$ cat config.mk
export PLATFORM = sky130hd
export DESIGN_NAME = unified_mem_arbiter
export DESIGN_NICKNAME = d
export VERILOG_FILES = /design/src/rtl/unified_mem_arbiter.sv
export SDC_FILE = /design/constraint.sdc
export NUM_CORES = 1
export LEC_CHECK = 0
export ABC_AREA = 1
export CORE_ASPECT_RATIO = 0.9
export CORE_MARGIN = 5
export CORE_UTILIZATION = 35
export CTS_CLUSTER_SIZE = 40
export DETAILED_ROUTE_END_ITERATION = 6
export PLACE_DENSITY = 0.81
export SYNTH_ARGS = -nofsm -noshare
export SYNTH_HDL_FRONTEND = slang
export SYNTH_SLANG_ARGS = --single-unit
$ cat constraint.sdc
create_clock -name clk -period 1.55 [get_ports clk]
set_input_delay 0.31 -clock clk [delete_from_list [all_inputs] [get_ports clk]]
set_output_delay 0.31 -clock clk [all_outputs]
set_load 0.02 [all_outputs]
$ cat src/rtl/unified_mem_arbiter.sv
// Fetch/data arbiter for the single-ported unified memory. Data has priority over fetch.
// Define ARB_STARVE_GUARD_EN to force a fetch grant after STARVE_MAX back-to-back data grants.
module unified_mem_arbiter #(
  parameter int AW         = 32,
  parameter int DW         = 32,
  parameter int STARVE_MAX = 4
) (
  input  logic          clk,
  input  logic          rst,
  input  logic          i_req,
  input  logic [AW-1:0] i_addr,
  output logic [DW-1:0] i_rdata,
  output logic          i_ack,
  input  logic          d_req,
  input  logic          d_we,
  input  logic [AW-1:0] d_addr,
  input  logic [DW-1:0] d_wdata,
  output logic [DW-1:0] d_rdata,
  output logic          d_ack,
  output logic          m_req,
  output logic          m_we,
  output logic [AW-1:0] m_addr,
  output logic [DW-1:0] m_wdata,
  input  logic [DW-1:0] m_rdata,
  input  logic          m_ready,
  output logic [1:0]    owner
);

  typedef enum logic [1:0] {IDLE, MEM_I, MEM_D, RESP} state_t;

  localparam logic [3:0] STARVE_LIMIT = 4'(STARVE_MAX);

  state_t        state_q, state_d;
  logic [1:0]    owner_q, owner_d;
  logic          m_req_q, m_req_d;
  logic          m_we_q, m_we_d;
  logic [AW-1:0] m_addr_q, m_addr_d;
  logic [DW-1:0] m_wdata_q, m_wdata_d;
  logic [DW-1:0] i_rdata_q, i_rdata_d;
  logic [DW-1:0] d_rdata_q, d_rdata_d;
  logic          i_ack_q, i_ack_d;
  logic          d_ack_q, d_ack_d;
  logic          force_fetch;
  logic          grant_d;
  logic          grant_i;

`ifdef ARB_STARVE_GUARD_EN
  logic [3:0] starve_q, starve_d;

  assign force_fetch = i_req && (starve_q == STARVE_LIMIT);

  // Counts data grants that bypassed a waiting fetch; any fetch grant or idle fetch port clears it.
  always_comb begin
    starve_d = starve_q;
    if (state_q == IDLE && (i_req || d_req)) begin
      if (grant_i || !i_req) starve_d = 4'd0;
      else if (grant_d)      starve_d = starve_q + 4'd1;
    end
  end

  always_ff @(posedge clk) begin
    if (rst) starve_q <= 4'd0;
    else     starve_q <= starve_d;
  end
`else
  logic unused_starve_limit;

  assign force_fetch         = 1'b0;
  assign unused_starve_limit = ^STARVE_LIMIT;
`endif

  assign grant_d = (state_q == IDLE) && d_req && !force_fetch;
  assign grant_i = (state_q == IDLE) && i_req && !grant_d;

  always_comb begin
    state_d   = state_q;
    owner_d   = owner_q;
    m_req_d   = m_req_q;
    m_we_d    = m_we_q;
    m_addr_d  = m_addr_q;
    m_wdata_d = m_wdata_q;
    i_rdata_d = i_rdata_q;
    d_rdata_d = d_rdata_q;
    i_ack_d   = 1'b0;
    d_ack_d   = 1'b0;
    case (state_q)
      IDLE: begin
        if (grant_d) begin
          state_d   = MEM_D;
          owner_d   = 2'b10;
          m_req_d   = 1'b1;
          m_we_d    = d_we;
          m_addr_d  = d_addr;
          m_wdata_d = d_wdata;
        end else if (grant_i) begin
          state_d  = MEM_I;
          owner_d  = 2'b01;
          m_req_d  = 1'b1;
          m_we_d   = 1'b0;
          m_addr_d = i_addr;
        end
      end
      MEM_I, MEM_D: begin
        if (m_ready) begin
          state_d = RESP;
          m_req_d = 1'b0;
          m_we_d  = 1'b0;
          if (state_q == MEM_I) begin
            i_rdata_d = m_rdata;
            i_ack_d   = 1'b1;
          end else begin
            d_ack_d = 1'b1;
            // Stores must leave the last load result intact.
            if (!m_we_q) d_rdata_d = m_rdata;
          end
        end
      end
      RESP: begin
        state_d = IDLE;
        owner_d = 2'b00;
      end
      default: state_d = IDLE;
    endcase
  end

  always_ff @(posedge clk) begin
    if (rst) begin
      state_q   <= IDLE;
      owner_q   <= 2'b00;
      m_req_q   <= 1'b0;
      m_we_q    <= 1'b0;
      m_addr_q  <= '0;
      m_wdata_q <= '0;
      i_rdata_q <= '0;
      d_rdata_q <= '0;
      i_ack_q   <= 1'b0;
      d_ack_q   <= 1'b0;
    end else begin
      state_q   <= state_d;
      owner_q   <= owner_d;
      m_req_q   <= m_req_d;
      m_we_q    <= m_we_d;
      m_addr_q  <= m_addr_d;
      m_wdata_q <= m_wdata_d;
      i_rdata_q <= i_rdata_d;
      d_rdata_q <= d_rdata_d;
      i_ack_q   <= i_ack_d;
      d_ack_q   <= d_ack_d;
    end
  end

  assign owner   = owner_q;
  assign m_req   = m_req_q;
  assign m_we    = m_we_q;
  assign m_addr  = m_addr_q;
  assign m_wdata = m_wdata_q;
  assign i_rdata = i_rdata_q;
  assign d_rdata = d_rdata_q;
  assign i_ack   = i_ack_q;
  assign d_ack   = d_ack_q;

endmodule

# [After elaboration in Yosys (flattened, before gate mapping)]
# Index checks and enable logic that the tools add are counted.
[totals] output_inout_bits=134 ff_bits=136 in_bits=134 wordCells=52
[op_classes] n_reduce_logical=17 n_eq_ne=5 mux=16 n_bitwise=4
[op_table] op="$mux W32" count=2
[op_table] op="$reduce_and A2 Y1" count=4
[op_table] op="$mux W1" count=7
[op_table] op="$mux W2" count=3
[op_table] op="$pmux W2 S3" count=1
[op_table] op="$reduce_and A3 Y1" count=2
[op_table] op="$reduce_bool A2 Y1" count=3
[op_table] op="$eq A2 B2 Y1 const B" count=2
[op_table] op="$not A1 Y1" count=4
[op_table] op="$pmux W1 S2" count=2
[op_table] op="$pmux W2 S2" count=1
[op_table] op="$reduce_and A4 Y1" count=1
[op_table] op="$logic_and A1 B1 Y1" count=3
[op_table] op="$ne A3 B3 Y1 const B" count=1
[op_table] op="$reduce_or A3 Y1" count=1
[op_table] op="$eq A2 B1 Y1 const B" count=1
[op_table] op="$logic_not A2 Y1" count=1
[op_table] op="$ne A2 B2 Y1 const B" count=1
[op_table] op="$reduce_or A2 Y1" count=1
[op_table] op="$logic_not A1 Y1" count=1

# [Depth between registers and ports, before layout]
[depth] depth_word=7 ltp_mapped=8 ltp_nobuf=7

# [Worst setup path after synthesis]
# OpenSTA, ideal clock, no wires.
[synth_path] path_type="register to register" startpoint="reg state_q[0]" endpoint="reg d_rdata_q[10], in the netlist d_rdata[10]" path_buffers=1 path_slack_ns=0.126 required_time_ns=1.434 period_less_slack_ns=1.424 stages_incl_launch_ff=7 arrival_ns=1.308 setup_time_ns=0.116 path_cell_list="dfxtp_1 > inv_1 > ha_1 > nand3_1 > clkbuf_1 > o21ai_0 > nor2_1"
[synth_between] elab_chain_len=3 elab_cells_between_ends=5 cone_classes="eq/ne: 2; bitwise: 1; reduce/logical: 2"
[synth_lines] item="start: declaration" line="33" text="state_t state_q, state_d;"
[synth_lines] item="start signal: assignment" line="139" text="state_q <= state_d;"
[synth_lines] item="$eq A2 B1 Y1 / $eq A2 B2 Y1 (equally long branches)" line="86, 108"
[synth_lines] item="$reduce_or A2 Y1 / $not A1 Y1 (equally long branches)"
[synth_lines] item="$reduce_and A4 Y1 (no line) *"
[synth_lines] item="end signal: assignment" line="146" text="d_rdata_q <= d_rdata_d;"
[synth_lines] item="end: declaration" line="40" text="logic [DW-1:0] d_rdata_q, d_rdata_d;"
# Every way passes the cells marked *; elsewhere a longest branch is shown, timed or not.
# A chain may end at the register's enable or synchronous reset.

# [Worst setup path in the final report]
[layout_path] startpoint="reg state_q[1]" endpoint="reg d_rdata_q[23], in the netlist d_rdata[23]"
# Same word-level chain as after synthesis.

==> run metrics <==
Nets 1036; drt drc 0; Final ANT Viol Nets 0; # IOs 268; CORE AREA 0.0140 sq mm; register area share after synthesis 0.544; initial drt markers 252; Pwr per Cell Area 1840 mW/mm^2; Rel. slew slack 0.810; Avg Inst Size Synth 8.05 sq um; ant diodes 0; row count 41; Clock transition at path regs 0.06 ns; Final period util 0.981; clock latency at the later pin of the worst-skew pair 0.41 ns; Die H 123 um; number of global-route vias before repair 5074; RSZ-0062 raised after global routing yes; Post-Syn Area 0.00500 sq mm; Final Hold Fails 0; Worst Path Required 1.85 ns; Slew Limit Fails 0; initial antenna violation count 0; layout cells sized above 1 0.0868; worst path cell trace inv_1 > ha_2 > nor2_1 > nand3_2 > buf_4 > clkbuf_16 > o21ai_0 > nor2_1; static leakage 3.87 nW; TritonCTS Buffers 17; clk_skew 0.00474 ns; worst-case clock buffer depth 2; final setup vio count 0; CP Data Arrival Time 1.82 ns; number of port buffers 267; Worst VDD drop 898 uV; Worst Setup Slack post-DPL -0.137 ns; Vias 5270; maximum fanout along the worst path 10; Synth cell types 23; All-Layer GR Usage 0.193; CP Launch Type flop; Synthesized Nets 761; most used cell along the critical path nor2_1; Slew @ Worst Pin 0.285 ns; element type at the critical path end flop; first-pass GRT wire length 25.3 mm; DR pass1 iterations 4; Die W 136 um; total detailed-routing wirelength 16.9 mm; MaxCap Viol Count 0; Clock H-tree levels 4; largest net degree at the start of global routing 49; Post-Syn Instances 622; Initial Utilization 0.357; hold-fix buffers at CTS 0; utilization after layout 0.611; hold slack 0.466 ns; CP max-delay cell dfxtp_1; Avg Vias per Cell 4.78; GRT Residual Overflow 0; critical path class reg2reg; Yosys reg bits 136; fin crit period 1.52 ns; fmax 658 MHz; Yosys warning count 0; CP max stage delay 0.33 ns; DP HPWL 12.4 mm; root buf cell clkbuf_16; outcome finished, final reports clean; Placer Congestion 0.827; setup slack after layout 0.0293 ns; area grow syn2layout 71.0%; CTS sink cnt 136; worst hold path class reg2reg; CTS tree built; Avg WL per Cell 15.3 um; Die Footprint 0.0168 sq mm
==> sequential cells by signal, indices dropped and copies added, names as in the netlist <==
register and flops:
d_ack 1, owner 2, m_addr 32, i_ack 1, m_we 1, state_q 2, m_wdata 32, d_rdata 32
m_req 1, i_rdata 32
==> area by class of cell <==
| class | instances | area [sq um] |
|---|---|---|
| inverter | 12 | 47.5 |
| sequential | 136 | 2720 |
| clock buffer | 20 | 447 |
| clock inverter | 12 | 149 |
| multi-input combinational | 428 | 1980 |
| tap | 193 | 241 |
| fill | 1246 | 5450 |
| timing repair buffer | 302 | 2970 |
==> metal layers <==
metal	global-route usage	vias up	routed length, um
li1	-	2630	-
met1	0.221	2390	6630
met2	0.330	225	8220
met3	0.0704	25	1710
met4	0.0756	0	351
met5	0	-	0
==> worst max-delay path, delay by kind of cell (launching register included) <==
family | cells | cell delay, ns
AO/OA/AOI/OAI | 1 | 0.16
adder cells (fa/ha/maj) | 1 | 0.20
buffers and inverters | 3 | 0.40
flip-flops | 1 | 0.33
AND/OR/NAND/NOR | 3 | 0.33
==> final timing paths <==
kind,slack [ns],end,startpoint,depth (start not counted)
setup / recovery,0.03,d_rdata[23],state_q[1],8
hold / removal,0.47,owner[1],owner[1],2
setup reg to reg,0.03,d_rdata[23],state_q[1],8
hold reg to reg,0.47,owner[1],owner[1],2
==> power by group <==
part | leakage (nW) | switching (mW) | internal [mW]
logic | 2.46 | 3.83 | 2.72
clock network | 0.294 | 1.49 | 2.57
registers | 1.12 | 0.527 | 4.63
total | 3.87 | 5.85 | 9.91
==> what timing repair did <==
item,4_1_cts,5_1_grt
setup buffers,0,2
endpoints found under the hold margin,0,0
gates resized for setup,134,13
endpoints found under the setup margin,134,91
cloned,0,2
pin swaps,0,1
==> cell usage in the layout (no fill, tap or decap) <==
| master | count |
|---|---|
| a21oi_1 | 35 |
| a21oi_2 | 1 |
| buf_12 | 13 |
| buf_4 | 19 |
| buf_6 | 1 |
| bufinv_16 | 3 |
| clkbuf_1 | 2 |
| clkbuf_16 | 19 |
| clkbuf_8 | 1 |
| clkdlybuf4s50_1 | 133 |
| clkinv_2 | 5 |
| clkinv_4 | 2 |
| clkinvlp_4 | 1 |
| dfxtp_1 | 135 |
| dfxtp_2 | 1 |
| dlygate4sd2_1 | 134 |
| ha_1 | 3 |
| ha_2 | 2 |
| inv_1 | 8 |
| inv_2 | 3 |
| inv_4 | 1 |
| inv_6 | 1 |
| nand2_1 | 17 |
| nand2_2 | 2 |
| nand3_1 | 2 |
| nand3_2 | 2 |
| nor2_1 | 198 |
| nor2_2 | 1 |
| nor2_4 | 1 |
| nor3_1 | 1 |
| o21ai_0 | 119 |
| o21ai_1 | 12 |
| o22ai_1 | 32 |
==> synthesized netlist by cell type <==
cell	number	area, sq um
nand2_1	18	67.6
dfxtp_1	136	2720
inv_1	8	30.0
buf_4	1	7.51
buf_2	16	80.1
buf_6	9	101
ha_1	5	62.6
buf_1	2	7.51
o21ai_1	6	30.0
nor3_1	1	5.00
o21ai_0	125	626
clkbuf_2	5	25.0
nor2_2	1	6.26
nor2_4	1	11.3
clkbuf_1	13	48.8
a21oi_1	35	175
nand2_2	1	6.26
nand3_2	1	10.0
nand3_1	3	15.0
a21oi_2	1	8.76
inv_2	4	15.0
nor2_1	198	743
o22ai_1	32	200
==> per-stage QoR <==
step	std cells	cell area, sq um	setup TNS, ns	power [mW]
floorplan	622	5000	0	8.86
global placement	1067	8040	-3.07	12.2
detailed placement	1067	8040	-6.30	12.4
CTS	1099	8470	0	15.7
global route	1103	8560	-0.358	16.7
finish	1103	8560	0	15.8
==> kinds of logic (layout without fill, tap and decap cells) <==
logic type	count (synthesis)	after routing	synth area share
flip-flops	136	136	0.544
AND/OR/NAND/NOR	224	224	0.173
AO/OA/AOI/OAI	199	199	0.208
adder cells (fa/ha/maj)	5	5	0.0125
buffers and inverters	58	346	0.0630
Power figures use the tool's default switching activity.
